## src/rtl/ctrl_pipeline.sv

```systemverilog
`default_nettype none
// ============================================================================
//  Module      : ctrl_pipeline
//  Description : Control-path pipeline for a 5-stage MIPS core. It carries the
//                decoded control bits from ID through the ID/EX, EX/MEM and
//                MEM/WB registers. It detects load-use hazards (stall),
//                resolves beq/bne/bgtz in EX (flush) and drives the operand
//                forwarding selects.
//  Ports       : clk, reset            clock, synchronous active-high reset
//                id_*                  decoded control and register fields (ID)
//                ex_zero, ex_gtz       branch condition flags from the EX ALU
//                stall, flush          hazard outputs (combinational)
//                ex_alu_src, ex_alu_op ID/EX register contents
//                fwd_a, fwd_b          operand selects: 00 reg, 10 MEM, 01 WB
//                mem_read, mem_write   EX/MEM register contents
//                wb_mem_to_reg, wb_reg_write, wb_dest   MEM/WB register contents
//  Revision    : 1.0  initial release
// ============================================================================
module ctrl_pipeline #(
   parameter int REG_ADDR_W = 5,
   parameter int ALU_OP_W   = 2
) (
   input  logic                  clk,
   input  logic                  reset,
   input  logic                  id_valid,
   input  logic                  id_reg_dst,
   input  logic                  id_alu_src,
   input  logic                  id_mem_to_reg,
   input  logic                  id_reg_write,
   input  logic                  id_mem_read,
   input  logic                  id_mem_write,
   input  logic [ALU_OP_W-1:0]   id_alu_op,
   input  logic                  id_beq,
   input  logic                  id_bne,
   input  logic                  id_bgtz,
   input  logic [REG_ADDR_W-1:0] id_rs,
   input  logic [REG_ADDR_W-1:0] id_rt,
   input  logic [REG_ADDR_W-1:0] id_rd,
   input  logic                  ex_zero,
   input  logic                  ex_gtz,
   output logic                  stall,
   output logic                  flush,
   output logic                  ex_alu_src,
   output logic [ALU_OP_W-1:0]   ex_alu_op,
   output logic [1:0]            fwd_a,
   output logic [1:0]            fwd_b,
   output logic                  mem_read,
   output logic                  mem_write,
   output logic                  wb_mem_to_reg,
   output logic                  wb_reg_write,
   output logic [REG_ADDR_W-1:0] wb_dest
);

   localparam logic [1:0]            c_FWD_REG = 2'b00;
   localparam logic [1:0]            c_FWD_MEM = 2'b10;
   localparam logic [1:0]            c_FWD_WB  = 2'b01;
   localparam logic [REG_ADDR_W-1:0] c_REG_ZERO = '0;

   // ID/EX register
   logic                  r_ex_valid, r_ex_reg_dst, r_ex_alu_src, r_ex_mem_to_reg;
   logic                  r_ex_reg_write, r_ex_mem_read, r_ex_mem_write;
   logic [ALU_OP_W-1:0]   r_ex_alu_op;
   logic                  r_ex_beq, r_ex_bne, r_ex_bgtz;
   logic [REG_ADDR_W-1:0] r_ex_rs, r_ex_rt, r_ex_rd;

   // EX/MEM register
   logic                  r_mem_valid, r_mem_mem_to_reg, r_mem_reg_write;
   logic                  r_mem_mem_read, r_mem_mem_write;
   logic [REG_ADDR_W-1:0] r_mem_dest;

   // MEM/WB register
   logic                  r_wb_valid, r_wb_mem_to_reg, r_wb_reg_write;
   logic [REG_ADDR_W-1:0] r_wb_dest;

   logic                  w_ex_is_branch;
   logic [REG_ADDR_W-1:0] w_ex_dest;
   logic                  w_rt_is_src;
   logic                  w_load_use;
   logic                  w_taken;
   logic                  w_mem_fwd_ok;
   logic                  w_wb_fwd_ok;

   assign w_ex_is_branch = r_ex_beq | r_ex_bne | r_ex_bgtz;
   assign w_ex_dest      = r_ex_reg_dst ? r_ex_rd : r_ex_rt;

   // rt is only a true source for R-types, stores and compare branches.
   assign w_rt_is_src = id_reg_dst | id_mem_write | id_beq | id_bne;
   assign w_load_use  = r_ex_valid & r_ex_mem_read & (r_ex_rt != c_REG_ZERO) &
                        ((r_ex_rt == id_rs) | ((r_ex_rt == id_rt) & w_rt_is_src));

   assign w_taken = r_ex_valid & ((r_ex_beq  &  ex_zero) |
                                  (r_ex_bne  & ~ex_zero) |
                                  (r_ex_bgtz &  ex_gtz));

   // A taken branch squashes the ID instruction anyway, so it overrides stall.
   assign flush = w_taken;
   assign stall = w_load_use & ~w_taken;

   // Writes to $0 are architecturally discarded and must never be forwarded.
   assign w_mem_fwd_ok = r_mem_valid & r_mem_reg_write & (r_mem_dest != c_REG_ZERO);
   assign w_wb_fwd_ok  = r_wb_valid  & r_wb_reg_write  & (r_wb_dest  != c_REG_ZERO);

   always_comb begin
      fwd_a = c_FWD_REG;
      fwd_b = c_FWD_REG;
      if (r_ex_valid) begin
         if (w_mem_fwd_ok && (r_mem_dest == r_ex_rs))      fwd_a = c_FWD_MEM;
         else if (w_wb_fwd_ok && (r_wb_dest == r_ex_rs))   fwd_a = c_FWD_WB;
         if (w_mem_fwd_ok && (r_mem_dest == r_ex_rt))      fwd_b = c_FWD_MEM;
         else if (w_wb_fwd_ok && (r_wb_dest == r_ex_rt))   fwd_b = c_FWD_WB;
      end
   end

   always_ff @(posedge clk) begin
      if (reset) begin
         r_ex_valid       <= 1'b0;
         r_ex_reg_dst     <= 1'b0;
         r_ex_alu_src     <= 1'b0;
         r_ex_mem_to_reg  <= 1'b0;
         r_ex_reg_write   <= 1'b0;
         r_ex_mem_read    <= 1'b0;
         r_ex_mem_write   <= 1'b0;
         r_ex_alu_op      <= '0;
         r_ex_beq         <= 1'b0;
         r_ex_bne         <= 1'b0;
         r_ex_bgtz        <= 1'b0;
         r_ex_rs          <= '0;
         r_ex_rt          <= '0;
         r_ex_rd          <= '0;
         r_mem_valid      <= 1'b0;
         r_mem_mem_to_reg <= 1'b0;
         r_mem_reg_write  <= 1'b0;
         r_mem_mem_read   <= 1'b0;
         r_mem_mem_write  <= 1'b0;
         r_mem_dest       <= '0;
         r_wb_valid       <= 1'b0;
         r_wb_mem_to_reg  <= 1'b0;
         r_wb_reg_write   <= 1'b0;
         r_wb_dest        <= '0;
      end else begin
         // ID/EX: insert a bubble on a load-use stall or a taken branch
         if (w_load_use | w_taken) begin
            r_ex_valid      <= 1'b0;
            r_ex_reg_dst    <= 1'b0;
            r_ex_alu_src    <= 1'b0;
            r_ex_mem_to_reg <= 1'b0;
            r_ex_reg_write  <= 1'b0;
            r_ex_mem_read   <= 1'b0;
            r_ex_mem_write  <= 1'b0;
            r_ex_alu_op     <= '0;
            r_ex_beq        <= 1'b0;
            r_ex_bne        <= 1'b0;
            r_ex_bgtz       <= 1'b0;
            r_ex_rs         <= '0;
            r_ex_rt         <= '0;
            r_ex_rd         <= '0;
         end else begin
            r_ex_valid      <= id_valid;
            r_ex_reg_dst    <= id_reg_dst;
            r_ex_alu_src    <= id_alu_src;
            r_ex_mem_to_reg <= id_mem_to_reg;
            r_ex_reg_write  <= id_reg_write;
            r_ex_mem_read   <= id_mem_read;
            r_ex_mem_write  <= id_mem_write;
            r_ex_alu_op     <= id_alu_op;
            r_ex_beq        <= id_beq;
            r_ex_bne        <= id_bne;
            r_ex_bgtz       <= id_bgtz;
            r_ex_rs         <= id_rs;
            r_ex_rt         <= id_rt;
            r_ex_rd         <= id_rd;
         end

         // EX/MEM: a branch never writes the register file or memory
         r_mem_valid      <= r_ex_valid;
         r_mem_mem_to_reg <= r_ex_mem_to_reg;
         r_mem_reg_write  <= r_ex_reg_write & ~w_ex_is_branch;
         r_mem_mem_read   <= r_ex_mem_read;
         r_mem_mem_write  <= r_ex_mem_write & ~w_ex_is_branch;
         r_mem_dest       <= w_ex_dest;

         // MEM/WB
         r_wb_valid       <= r_mem_valid;
         r_wb_mem_to_reg  <= r_mem_mem_to_reg;
         r_wb_reg_write   <= r_mem_reg_write;
         r_wb_dest        <= r_mem_dest;
      end
   end

   assign ex_alu_src    = r_ex_valid & r_ex_alu_src;
   assign ex_alu_op     = r_ex_valid ? r_ex_alu_op : '0;
   assign mem_read      = r_mem_valid & r_mem_mem_read;
   assign mem_write     = r_mem_valid & r_mem_mem_write;
   assign wb_mem_to_reg = r_wb_valid & r_wb_mem_to_reg;
   assign wb_reg_write  = w_wb_fwd_ok;
   assign wb_dest       = r_wb_valid ? r_wb_dest : '0;

endmodule
`default_nettype wire

```

## config.mk

```make
export PLATFORM = sky130hd
export DESIGN_NAME = ctrl_pipeline
export DESIGN_NICKNAME = d
export VERILOG_FILES = /design/src/rtl/ctrl_pipeline.sv
export SDC_FILE = /design/constraint.sdc
export NUM_CORES = 1
export LEC_CHECK = 0
export CAP_MARGIN = 20
export CORE_ASPECT_RATIO = 0.8
export CORE_MARGIN = 3
export CORE_UTILIZATION = 37
export CTS_BUF_LIST = sky130_fd_sc_hd__clkbuf_16
export CTS_CLUSTER_DIAMETER = 150
export DETAILED_ROUTE_END_ITERATION = 7
export GPL_TIMING_DRIVEN = 0
export PLACE_DENSITY_LB_ADDON = 0.1
export SLEW_MARGIN = 20
export SYNTH_ARGS = -nofsm -noshare
export SYNTH_HDL_FRONTEND = slang
export SYNTH_SLANG_ARGS = --single-unit
```

## constraint.sdc

```tcl
create_clock -name clk -period 5.83 [get_ports clk]
set_clock_uncertainty 0.2 [all_clocks]
set_input_delay 1.166 -clock clk [delete_from_list [all_inputs] [get_ports clk]]
set_output_delay 1.166 -clock clk [all_outputs]
set_load 0.02 [all_outputs]
```

==> Word-level counts from Yosys, hierarchy flattened <==
Cells that the tools add are included.
{ "totals": {"elab_cells": 78, "input_bits": 31, "mem_count": 0, "romBits": 0, "output_inout_bits": 18, "latchBits": 0, "register_bits": 45, "ram_bits": 0} }
{ "op_classes": {"n_addsub": 0, "magnitude_cmp": 0, "n_eq_ne": 6, "n_div": 0, "mux": 9, "multipliers": 0, "n_shift": 0, "n_reduce_logical": 8, "n_bitwise": 31} }
{ "op_table": {"columns": ["cell", "n"], "rows": [
  ["5-bit == test", 6],
  ["1-bit bitwise AND", 19],
  ["5-bit nonzero test", 3],
  ["2-bit two-way mux", 5],
  ["5-bit two-way mux", 2],
  ["1-bit OR", 9],
  ["1-bit logical AND", 4],
  ["1-bit inverter", 3],
  ["1-bit two-way mux", 2],
  ["2-bit OR reduction", 1]
]} }

==> Depth between registers and ports, before layout <==
{ "depth": {"word_depth": 8, "depth_mapped": 6, "ltp_nobuf": 4} }

==> Worst setup path before layout <==
Ideal clock, no wire load.
{ "synth_timing": {"kind": "input port to output port", "start": "in ex_zero", "end": "out flush", "n_path_buf": 2, "arrival_time_ns": 2.142, "required_time_ns": 4.464, "setup_slack_ns": 2.322, "path_stages": 5, "cell_sequence": "mux2_2 o21ai_0 buf_2 buf_2 inv_1"} }
{ "synth_between": {"elab_chain_len": 5, "word_cells_on_any_way": 6, "cone_classes": "bitwise (6)"} }
{ "synth_rtl": {"columns": ["element", "line_no", "source"], "rows": [
  ["start: declaration", "39", "input logic ex_zero,"],
  ["1-bit inverter", "92", "(r_ex_bne & ~ex_zero) |"],
  ["1-bit bitwise AND", "92", null],
  ["1-bit OR *", "91", "assign w_taken = r_ex_valid & ((r_ex_beq & ex_zero) |"],
  ["1-bit OR *", "92", null],
  ["1-bit bitwise AND *", "91", null],
  ["end: declaration", "42", "output logic flush,"]
]} }
Mark *: on every way between the ends. The rest lies on a longest branch, timed or not.

==> Worst setup path in the final report <==
Same ends and word-level chain as after synthesis.

==> results.cfg <==
[run_status]
outcome = complete, no violations

[min_path]
hold_path_end = r_mem_reg_write
worstHoldStart = r_ex_reg_write
hold_path_depth = 1
hp-class = reg -> reg

[yosys]
yosysMostFrequentCell = dfxtp_1
synthArstFlopShare_pct = 0
synthXorXnorAreaFrac_pct = 12.4
avgSynthCellArea_um2 = 10.0
ys_ff_latch = 45
synth_commonest_cells = 45 x dfxtp_1, 27 x nand3b_1, 20 x a21oi_2, 20 x xnor2_1, 16 x and2_1
synthFlopType = dfxtp_1
synth_area_um2 = 2120
synth_top_family_by_area = simple AND/OR/NAND/NOR gates
synth_top_area_cell = dfxtp_1
seq_area_frac_synth_pct = 42.5
syn-num-nets = 242
synth_top_area_share_pct = 42.5
synthAdderAreaFrac_pct = 0
synth.area.top_cells = dfxtp_1 43%, nand3b_1 9.6%, a21oi_2 8.3%
synthMuxAreaShare_pct = 2.89
ys_warn_count = 0
synth-edff-count = 0
synth_compound_area_share_pct = 12.5
synthDistinctLibCells = 29
syn-instance-count = 211
synthSimpleGateAreaFrac_pct = 23.4

[timing]
tns_ns = 0
finalCritPeriodShare_pct = 79.3
clock.fmax_mhz = 216
worstMarginPinSlew_ns = 0.477
finalHoldViolations = 0
max_slew_margin_pct = 68.2
fin_crit_ns = 4.63
setup_violations = 0
rsz0062_at_grt = no
finalMaxSlewViolations = 0
hold_ws_ns = 0.229

[power_and_ir_drop]
pwr_density_cell_nw_per_um2 = 251
p_clk_share_pct = 38.4
seq_power_share_pct = 46.9
switching_share_pct = 24.2
peakVddDrop_uv = 117
leakagePower_nw = 1.07
p_int_w = 0.000540
p_sw_w = 0.000172
pwr-share-comb_pct = 14.7
finalPower_w = 0.000712

[clock_tree]
post_cts_buffers = 0
root_buffer = clkbuf_16
htreeDepth = 2
cts.path.max_buffers = 2
clkLatencyLatePin_ns = 0.28
clk_pin_slew_ns = 0.06
numCtsBuffers = 5
cts_resized = 0
cts_hold_buffers = 0
clock-sinks = 45
tritoncts = built

[critical_path]
regToRegSetupSlack_ns = 3.88
reg2reg_from = r_ex_rt[0]
crit_chain = clkdlybuf4s50_1 -> mux2_2 -> o21ai_0 -> buf_2 -> buf_2 -> inv_1 -> clkdlybuf4s50_1
end_kind = output pin
crit_required_ns = 4.46
path_buf_inv = 5
crit_family = buffers and inverters
worstReg2RegEnd = r_ex_mem_write
critical_path_class = in -> out
critPathMaxFanout = 10
rr_worst_depth = 6
cp-start-kind = input pin
arrival_ns = 3.26
slowest_stage = clkdlybuf4s50_1
slowest_delay_ns = 0.53

[final_layout]
drive_gt1_share_pct = 16.1
area_growth_pct = 34.0
insertedDiodeCount = 0
num-nets-final = 297

[die]
die_y_um = 73.7
io_pins = 49
die_x_um = 90.6
core_area_um2 = 5270
die_area_um2 = 6680
initial_core_util_pct = 40.2
num_rows = 23

[drt]
ant_nets = 0
vias = 1608
drtPass1Iterations = 4
avgViaCountPerCell = 4.70
drc_errors = 0
postRouteWirelength_um = 4890
routedWlPerCell_um = 14.3
drtIter0Drc = 39

[global_routing]
grt_max_degree = 16
track_usage_pct = 15.6
antenna_found_initial = 0
grt_overflow = 0
grt_pass1_vias = 1623
grt_pass1_wl_um = 8060

[placed_design]
place_hpwl_um = 3630
place.gp.congestion = 0.836
numPortBuffers = 48

[run]
drv_cap = 0
==> power by group through the flow <==
stage	logic, W	registers (W)	clock network, W
2_1_floorplan	0.0000665	0.000338	0
3_3_place_gp	0.000105	0.000341	0
3_5_place_dp	0.000105	0.000341	0
4_1_cts	0.000105	0.000334	0.000281
5_1_grt	0.000115	0.000336	0.000294
6_report	0.000104	0.000334	0.000273
==> cells in the final DEF, fill, tap and decap left out, types with 2 or more instances in the layout <==
cell,n
nand3b_1,27
clkbuf_1,6
mux2i_1,5
clkdlybuf4s50_1,48
a21oi_1,7
and2_1,16
o311a_1,2
buf_12,2
or3_1,2
buf_6,3
a21oi_2,20
buf_2,7
nor3_1,4
dfxtp_1,45
xor2_1,10
nand2_1,2
nor2b_1,11
clkbuf_16,5
nor4_1,3
nand3_1,5
xnor2_1,20
nor2_1,5
==> per-stage QoR <==
| step | setup WS (ns) | instances | cell area, um^2 | utilization [%] |
|---|---|---|---|---|
| 5_1_grt | 1.03 | 342 | 2840 | 53.9 |
| 2_1_floorplan | 2.32 | 211 | 2120 | - |
| 3_3_place_gp | 1.21 | 334 | 2690 | 51.2 |
| 3_5_place_dp | 1.21 | 334 | 2690 | 51.2 |
| 6_report | 1.20 | 342 | 2840 | 53.9 |
| 4_1_cts | 1.19 | 342 | 2840 | 53.9 |
==> worst register-to-register path: cells and delay by family, from the launching register on <==
kind	cells	cell delay, ns
DFF	1	0.30
xor gates and xnor gates	1	0.14
AOI/OAI and AO/OA	2	0.49
buffers and inverters	2	0.59
and+or+nand+nor	1	0.12
==> routing by layer <==
layer / global-route usage, % / wire length [um] / up-vias
met1: 21.4 / 2480 / 731
met3: 3.99 / 284 / 5
li1: - / - / 826
met2: 24.1 / 2070 / 46
met4: 5.43 / 63 / 0
met5: 0 / 0 / -
==> worst max path at each step <==
stage                  from     to  depth (start not counted)
floorplan           ex_zero  flush                          5
global placement    ex_zero  flush                          7
detailed placement  ex_zero  flush                          7
CTS                 ex_zero  flush                          7
global route        ex_zero  flush                          7
finish              ex_zero  flush                          7
==> logic make-up (layout without fill, tap and decap cells) <==
family	Yosys count	after routing
AO/OA/AOI/OAI	33	33
XOR/XNOR	30	30
buffers and inverters	19	75
flip-flops	45	45
multiplexers	6	6
AND/OR/NAND/NOR	78	78
==> layout make-up <==
class / count / area, um^2
fill: 494 / 2430
inverter: 1 / 3.75
clock buffer: 5 / 125
multi-input combinational: 147 / 1080
timing repair buffer: 48 / 480
clock inverter: 3 / 21.3
tap: 75 / 93.8
buffer: 18 / 131
sequential: 45 / 901
(Power assumes the default switching activity.)
